## config.mk

```make
export PLATFORM = sky130hd
export DESIGN_NAME = rrc_filter
export DESIGN_NICKNAME = d
export VERILOG_FILES = /design/src/rtl/rrc_filter.sv
export SDC_FILE = /design/constraint.sdc
export NUM_CORES = 1
export LEC_CHECK = 0
export ABC_AREA = 1
export CORE_MARGIN = 1.5
export CORE_UTILIZATION = 32
export DETAILED_ROUTE_END_ITERATION = 8
export GPL_TIMING_DRIVEN = 0
export SYNTH_ARGS = -nofsm -noshare
export SYNTH_HDL_FRONTEND = slang
export SYNTH_SLANG_ARGS = --single-unit
```

## constraint.sdc

```tcl
create_clock -name clk -period 27.9 [get_ports clk]
set_clock_uncertainty 0.05 [all_clocks]
set_input_delay 5.58 -clock clk [delete_from_list [all_inputs] [get_ports clk]]
set_output_delay 5.58 -clock clk [all_outputs]
set_load 0.005 [all_outputs]
```

## src/rtl/rrc_filter.sv

```systemverilog
`default_nettype none
// ============================================================================
// Module   : rrc_filter
// Purpose  : 33-tap symmetric root-raised-cosine FIR (roll-off 0.5, 4 sps),
//            one sample per clock, rounded and saturated to the input width.
// Revision : 1.0 - initial release
// ============================================================================
module rrc_filter #(
    parameter int WIDTH = 7
) (
    input  logic                    clk,
    input  logic                    rstn,
    input  logic signed [WIDTH-1:0] data_in,
    output logic signed [WIDTH-1:0] data_out
);

    localparam int c_TAPS  = 33;
    localparam int c_HALF  = 16;
    localparam int c_ACC_W = WIDTH + 15;
    localparam logic signed [c_ACC_W-1:0] c_SAT_MAX = c_ACC_W'((1 << (WIDTH - 1)) - 1);
    localparam logic signed [c_ACC_W-1:0] c_SAT_MIN = -c_SAT_MAX - c_ACC_W'(1);
    localparam logic signed [c_ACC_W-1:0] c_ROUND   = c_ACC_W'(128);

    logic signed [WIDTH-1:0]   r_x [0:c_TAPS-1];
    logic signed [WIDTH-1:0]   r_out;
    logic signed [c_ACC_W-1:0] w_acc;
    logic signed [c_ACC_W-1:0] w_pre;
    logic signed [c_ACC_W-1:0] w_cf;
    logic signed [c_ACC_W-1:0] w_y;
    logic signed [WIDTH-1:0]   w_sat;

    // Lower half of the symmetric impulse response; c[k] == c[32-k].
    function automatic logic signed [8:0] f_coef(input int k);
        case (k)
            0:       f_coef = -9'sd1;
            1:       f_coef =  9'sd0;
            2:       f_coef =  9'sd1;
            3:       f_coef =  9'sd2;
            4:       f_coef =  9'sd0;
            5:       f_coef = -9'sd2;
            6:       f_coef = -9'sd2;
            7:       f_coef =  9'sd2;
            8:       f_coef =  9'sd5;
            9:       f_coef =  9'sd2;
            10:      f_coef = -9'sd8;
            11:      f_coef = -9'sd18;
            12:      f_coef = -9'sd12;
            13:      f_coef =  9'sd18;
            14:      f_coef =  9'sd65;
            15:      f_coef =  9'sd110;
            default: f_coef =  9'sd128;
        endcase
    endfunction

    always_ff @(posedge clk or negedge rstn) begin
        if (!rstn) begin
            for (int k = 0; k < c_TAPS; k++) begin
                r_x[k] <= '0;
            end
        end else begin
            r_x[0] <= data_in;
            for (int k = 1; k < c_TAPS; k++) begin
                r_x[k] <= r_x[k-1];
            end
        end
    end

    // Pre-add mirrored taps, then one multiply per coefficient pair.
    always_comb begin
        w_pre = '0;
        w_cf  = '0;
        w_acc = c_ACC_W'(f_coef(c_HALF)) * c_ACC_W'(r_x[c_HALF]);
        for (int k = 0; k < c_HALF; k++) begin
            w_pre = c_ACC_W'(r_x[k]) + c_ACC_W'(r_x[c_TAPS-1-k]);
            w_cf  = c_ACC_W'(f_coef(k));
            w_acc = w_acc + w_cf * w_pre;
        end
    end

    // Arithmetic shift after +128 gives round-half-up; clamp instead of wrapping.
    always_comb begin
        w_y = (w_acc + c_ROUND) >>> 8;
        if (w_y > c_SAT_MAX) begin
            w_sat = c_SAT_MAX[WIDTH-1:0];
        end else if (w_y < c_SAT_MIN) begin
            w_sat = c_SAT_MIN[WIDTH-1:0];
        end else begin
            w_sat = w_y[WIDTH-1:0];
        end
    end

    always_ff @(posedge clk or negedge rstn) begin
        if (!rstn) begin
            r_out <= '0;
        end else begin
            r_out <= w_sat;
        end
    end

    assign data_out = r_out;

endmodule
`default_nettype wire

```

# Yosys cells after proc, flatten, opt, wreduce, memory -nomap -nowiden
# Index checks and enable logic that the tools add are counted.
# totals
regBits	238
latchBits	0
ramBits	0
romBits	0
inputBits	9
word_cells	77
memories	0
# classes
addsub	33
multipliers	6
n_div	0
order_cmp	2
n_eq_ne	0
shifts	0
mux	2
bitwise_logic	0
n_reduce_logical	0
# ops
cell	n
$add 7x7->8	14
$add 22x22->22	3
$add 22x9->22	3
$add 22x14->22	2
$add 22x16->22	2
$neg 8->21	2
$mul 5x8->13 const A	2
$add 14x22->22	1
$add 22x12->22	1
$add 22x13->22	1
$add 22x8->22	1
$add 22x9->22 const B	1
$neg 8->22	1
$neg 8->19	1
$mul 8x8->16 const A	1
$mul 7x8->15 const A	1
$gt 14x7->1 const B	1
$lt 14x7->1 const B	1
$mux 7	2
$mul 4x8->12 const A	1
$mul 3x8->11 const A	1

# Logic depth before layout (Yosys ltp)
# Gate-level depths: netlist (run 1).
# depth
word_depth	20
mapped_depth	57

# Least setup slack after synthesis (run 1)
# Ideal clock, no wire load.
# synth_path
path_type	flip-flop to flip-flop
startpoint	register r_x[105] in the netlist's numbering
endpoint	register r_out[0] (netlist: data_out[0])
t_arrival_ns	10.256
setup_slack_ns	17.471
path_stages_with_launch	57
period_less_slack_ns	10.429
cell_sequence	dfrtp_1 ha_1 fa_1 nand3_1 nand2_1 a21oi_1 o21bai_1 xor2_1 inv_1 ha_1 inv_1 fa_1 inv_1 fa_1 inv_1 fa_1 inv_1 ha_1 [21 not listed] fa_1 inv_1 fa_1 fa_1 ha_1 ha_1 a21oi_1 o21ai_0 a21oi_1 nand2_1 nand2_1 nand2_1 nand2_1 nand2_1 inv_1 nand4_1 o21ai_4 nand2_1
# synth_between
elab_chain_len	7
elab_cells_between_ends	8
cone_classes	add/sub (3); mul (1); order compare (2); mux (2)
# synth_lines
element	line_no	rtl
start, declared	24	logic signed [WIDTH-1:0] r_x [0:c_TAPS-1];
start signal, assigned by index	63	r_x[k] <= r_x[k-1];
$add 7x7->8 *	74	w_pre = c_ACC_W'(r_x[k]) + c_ACC_W'(r_x[c_TAPS-1-k]);
$mul 7x8->15 *	76	w_acc = w_acc + w_cf * w_pre;
$add 22x16->22 *	76	
$add 22x9->22 *	82	w_y = (w_acc + c_ROUND) >>> 8;
$lt 14x7->1	85	end else if (w_y < c_SAT_MIN) begin
$mux 7	85	
$mux 7 *	83	if (w_y > c_SAT_MAX) begin
named net w_sat[0]	30	logic signed [WIDTH-1:0] w_sat;
end signal, assigned	96	r_out <= w_sat;
end, declared	25	logic signed [WIDTH-1:0] r_out;
# The timed path passes the listed nets; every way through them passes the cells marked *.

# Final worst setup path (run 1)
# layout_path
startpoint	register r_x[105] in the netlist's numbering
endpoint	register r_out[5] (netlist: data_out[5])
# The elaborated chain is that of the path after synthesis.

==> results.cfg, run 1 <==
[yosys]
synth_nets = 2833
synth_edf_count = 0
avgSynthCellArea_um2 = 10.2
ys_types = 37
synth.area.top_cells = fa_1 27%, dfrtp_1 27%, ha_1 19%
synth-async-reset-ratio_pct = 100
ys_ff_latch = 238
synth_most_common_cell = inv_1
yosys_warnings = 0
synth_top_area_share_pct = 27.1
yosys-top-cells-count = 628 x inv_1, 343 x ha_1, 301 x fa_1
synthFlopType = dfrtp_1
syn_area_um2 = 22300
synth_cells = 2180
yosys.area.top_type = fa_1
yosysSeqAreaShare_pct = 26.7

[sta]
rsz0062_at_grt = false
finalSetupTns_ns = 0
worst_pin_slew_ns = 1.25
drv_slew = 0
hold_viol = 0
finalSetupViolations = 0
post-route-period-util_pct = 41.1
period_minus_slack_ns = 11.48
relSlewSlack_pct = 16.5
fmax_mhz = 87.1

[place]
place_congestion = 0.913
port_buffers = 15
post-dp-hpwl_mm = 43.2

[cts]
clkLatencyLatePin_ns = 0.56
ctsHtreeMaxLevel = 1
cts_tree = done
cts_setup_buffers = 0
path_clk_slew_ns = 0.06
hold_buffers = 0
clkSinkCount = 238
ctsResizeCount = 0
clk_path_buf_depth = 3
cts_buffers = 28
root_buffer = clkbuf_16

[hold_path]
holdCritPathClass = flop to flop
hp-start = r_x[28]
min_to = r_x[21]
whs_path_depth = 0

[worst_setup_path]
cp-end-kind = flop
reg2reg_depth = 56
max_stage_delay_ns = 0.53
r2r_slack_ns = 16.42
slowest_stage = fa_1
path_common_cell = nand2_1
reg2reg_from = r_x[105]
criticalPathCategory = flop to flop
r2r-end = data_out[5]
cp.required_ns = 28.28
critPathArrivalTime_ns = 11.86
cp_max_fo = 7
start_kind = flop

[layout]
fillers = 6888
antenna_cells = 0
syn_to_final_growth_pct = 10.6
drive_gt1_share_pct = 4.09
fin_nets = 2881

[floorplan]
ios = 16
core_area_um2 = 68700
die_x_um = 267
die_area_um2 = 71200
rows = 96
dieHeight_um = 267
initial_core_util_pct = 32.4

[global_route]
antenna_found_initial = 0
grt_pass1_wl_mm = 81.1
grt_max_degree = 131
grt_pass1_vias = 15300
track_usage_pct = 14.7
gr-total-overflow = 0

[drt]
vias_per_cell = 4.37
vias = 13900
drt_iter0_markers = 655
post_drt_wl_per_cell_um = 15.8
finalWirelength_mm = 50.4
drc = 0
drt-pass1-iter-count = 4
ant_nets = 0

[status]
outcome = finished, final reports clean

[job]
maxCapViolCount = 0
cells by family after synthesis:
| kind of cell | after synthesis | share of synthesized area (%) |
|---|---|---|
| AOI/OAI and AO/OA | 164 | 4.10 |
| and+or+nand+nor | 384 | 7.59 |
| DFF | 238 | 26.7 |
| xor gates and xnor gates | 113 | 4.44 |
| buffers and inverters | 637 | 10.8 |
| adders and majority gates | 644 | 46.3 |
how the worst max path moves through the flow:
stage,slack [ns],to,depth (start not counted),from
after detailed placement,16.33,data_out[5],56,r_x[105]
after CTS,16.27,data_out[5],56,r_x[105]
after global placement,11.19,r_x[106],1,rstn
final,16.42,data_out[5],56,r_x[105]
after global routing,15.47,data_out[5],54,r_x[105]
after floorplan,17.47,data_out[0],56,r_x[105]
cells in the final DEF, fill, tap and decap left out, drive strengths merged:
master / synthesis / final
and2: 5 / 5
nand2: 231 / 231
a21oi: 96 / 96
nor2: 47 / 47
o21ai: 35 / 35
clkdlybuf4s50: 0 / 14
xnor2: 40 / 40
clkinvlp: 0 / 4
o31ai: 1 / 1
ha: 343 / 343
a31oi: 8 / 8
dfrtp: 238 / 238
fa: 301 / 301
or2: 9 / 9
nand3: 74 / 74
nor4: 1 / 1
inv: 633 / 634
nand4: 9 / 9
nand3b: 2 / 2
buf: 3 / 7
o21bai: 11 / 11
nor3: 6 / 6
a21o: 7 / 7
a22oi: 3 / 3
bufinv: 0 / 4
clkinv: 0 / 8
o31a: 1 / 1
xor2: 73 / 73
clkbuf: 1 / 35
a2111oi: 2 / 2
sequential cells by signal, indices dropped and copies added, names as in the netlist:
register and flops:
r_x 231, data_out 7
worst max-delay path, delay by kind of cell, from the launching register on:
family,cells,cell delay [ns]
buffers and inverters,9,0.54
AOI/OAI and AO/OA,6,0.91
and+or+nand+nor,24,2.19
adders and majority gates,16,6.83
DFF,1,0.40
xor gates and xnor gates,1,0.44
layout make-up:
cell class,instances,area (um2),area share (%)
plain buffers,4,21.3,0.0864
multi-input cells,1305,13900,56.5
inverters,633,2380,9.67
clock buffers,34,774,3.14
clock inverters,17,213,0.864
repair buffers,18,205,0.833
flip-flops and latches,238,5960,24.2
well taps,931,1160,4.73
layer usage:
metal  up-vias  part of all wire, %  GRT usage [%]
met2       204                   47           24.3
met5         -                    0              0
met4         0                  2.9           3.99
li1       6673                    -              -
met3        63                  3.7           2.09
met1      6955                   47           20.2
per-stage QoR:
stage / instance area, um2 / hold slack, ns / worst slack, ns / cells / util (%)
after floorplan: 22300 / 0.281 / 17.47 / 2180 / -
after global placement: 23600 / 0.282 / 11.19 / 3126 / 34.3
after detailed placement: 23600 / 0.285 / 16.33 / 3129 / 34.4
after CTS: 24600 / 0.297 / 16.27 / 3180 / 35.9
after global routing: 24600 / 0.301 / 15.47 / 3180 / 35.9
final: 24600 / 0.295 / 16.42 / 3180 / 35.9
Power of run 1 is not shown: default switching activity piles up to over one toggle a cycle in this logic, so the estimate is an artifact.
==> run 2: changes to the inputs <==
Clock period 27.9 ns to 11.8 ns, I/O delays scaled along.
==> run 2 against run 1 <==
Critical endpoint unchanged. Non-clock buffer count is 2 higher. Sequential share of layout area shrank 0.062 points. Register-to-register slack got worse by 16 ns. Worst setup slack got worse by 16 ns.
==> results.cfg, run 2 (same netlist as run 1, synthesis figures left out) <==
[cts]
cts_tree = done
path_clk_slew_ns = 0.06
clkSinkCount = 238
clkLatencyLatePin_ns = 0.56
ctsHtreeMaxLevel = 1
cts_buffers = 28
clk_path_buf_depth = 3
root_buffer = clkbuf_16

[drt]
post_drt_wl_per_cell_um = 15.9
vias = 13900
vias_per_cell = 4.38
drt_iter0_markers = 674
finalWirelength_mm = 50.5
drc = 0
ant_nets = 0
drt-pass1-iter-count = 5

[global_route]
use_met2_pct = 24.3
antenna_found_initial = 0
track_usage_pct = 14.7
grt_use_met3_pct = 2.09
grt_busiest_layer = met2
grt_max_degree = 131
grt_pass1_vias = 15300
met1_usage_pct = 20.2
grt_pass1_wl_mm = 81.1
gr-total-overflow = 0

[layout]
drive_gt1_share_pct = 4.66
most-common-layout-cells = 628 x inv_1, 341 x ha_1, 301 x fa_1
antenna_cells = 0
fin_nets = 2883
layout_commonest_cell = inv_1
utilization_pct = 35.9
syn_to_final_growth_pct = 10.9
top_register = r_x
largest_register_ffs = 231
instances_no_fill = 3182
fin_area_um2 = 24700

[hold_path]
holdCritPathClass = flop to flop
whs_path_depth = 0
hp-start = r_x[28]
min_to = r_x[21]

[place]
placedInstanceArea_um2 = 23600
dp_cells = 3129
post-dp-hpwl_mm = 43.2
place_congestion = 0.913
port_buffers = 15

[worst_setup_path]
path_common_cell = nand2_1
crit_path_start = r_x[105]
cp_max_fo = 7
cp.required_ns = 12.18
start_kind = flop
cp_top_family = adder cells
max_stage_delay_ns = 0.53
reg2reg_from = r_x[105]
cp-end-kind = flop
slowest_stage = fa_1
r2r_slack_ns = 0.71
reg2reg_depth = 56
r2r-end = data_out[5]
criticalPathCategory = flop to flop
critPathArrivalTime_ns = 11.47
cp.depth = 56
cp_num_buf_inv = 10

[floorplan]
core_area_um2 = 68700
rows = 96
initial_core_util_pct = 32.4
dieHeight_um = 267
die_area_um2 = 71200
ios = 16
die_x_um = 267

[status]
outcome = finished, final reports clean

[sta]
period_minus_slack_ns = 11.09
post-route-period-util_pct = 93.9
fmax_mhz = 90.2
relSlewSlack_pct = 16.4
finalSetupTns_ns = 0
drv_slew = 0
worst_pin_slew_ns = 1.25
finalSetupViolations = 0
hold_viol = 0

[job]
maxCapViolCount = 0
-- run 2: what timing repair did --
item / CTS / global route
setup buffers: 0 / 2
hold buffers: 0 / 0
endpoints found under the setup margin: 0 / 7
gates resized for setup: 0 / 13
-- run 2: how the worst max path moves through the flow --
stage,to,slack [ns]
floorplan,data_out[0],1.37
global placement,r_x[106],-1.69
detailed placement,data_out[5],0.23
CTS,data_out[5],0.17
global route,data_out[5],-0.008
finish,data_out[5],0.71
-- run 2: metal layers --
layer | vias up | wire, um
li1 | 6675 | -
met2 | 221 | 23500
met3 | 64 | 2000
met4 | 0 | 1530
met1 | 6985 | 23400
met5 | - | 0
-- run 2: stage by stage --
stage	hold WS (ns)	setup WS, ns
floorplan	0.281	1.37
global placement	0.282	-1.69
detailed placement	0.285	0.232
CTS	0.297	0.169
global route	0.301	-0.00819
finish	0.295	0.714
-- run 2: cell type report --
type / count / area (um2)
clock inverter: 17 / 213
fill: 6884 / 44000
inverter: 633 / 2380
tap: 931 / 1160
clock buffer: 34 / 774
multi-input combinational: 1305 / 14000
timing repair buffer: 20 / 220
sequential: 238 / 5960
buffer: 4 / 21.3
Power of run 2 is left out for the same reason.
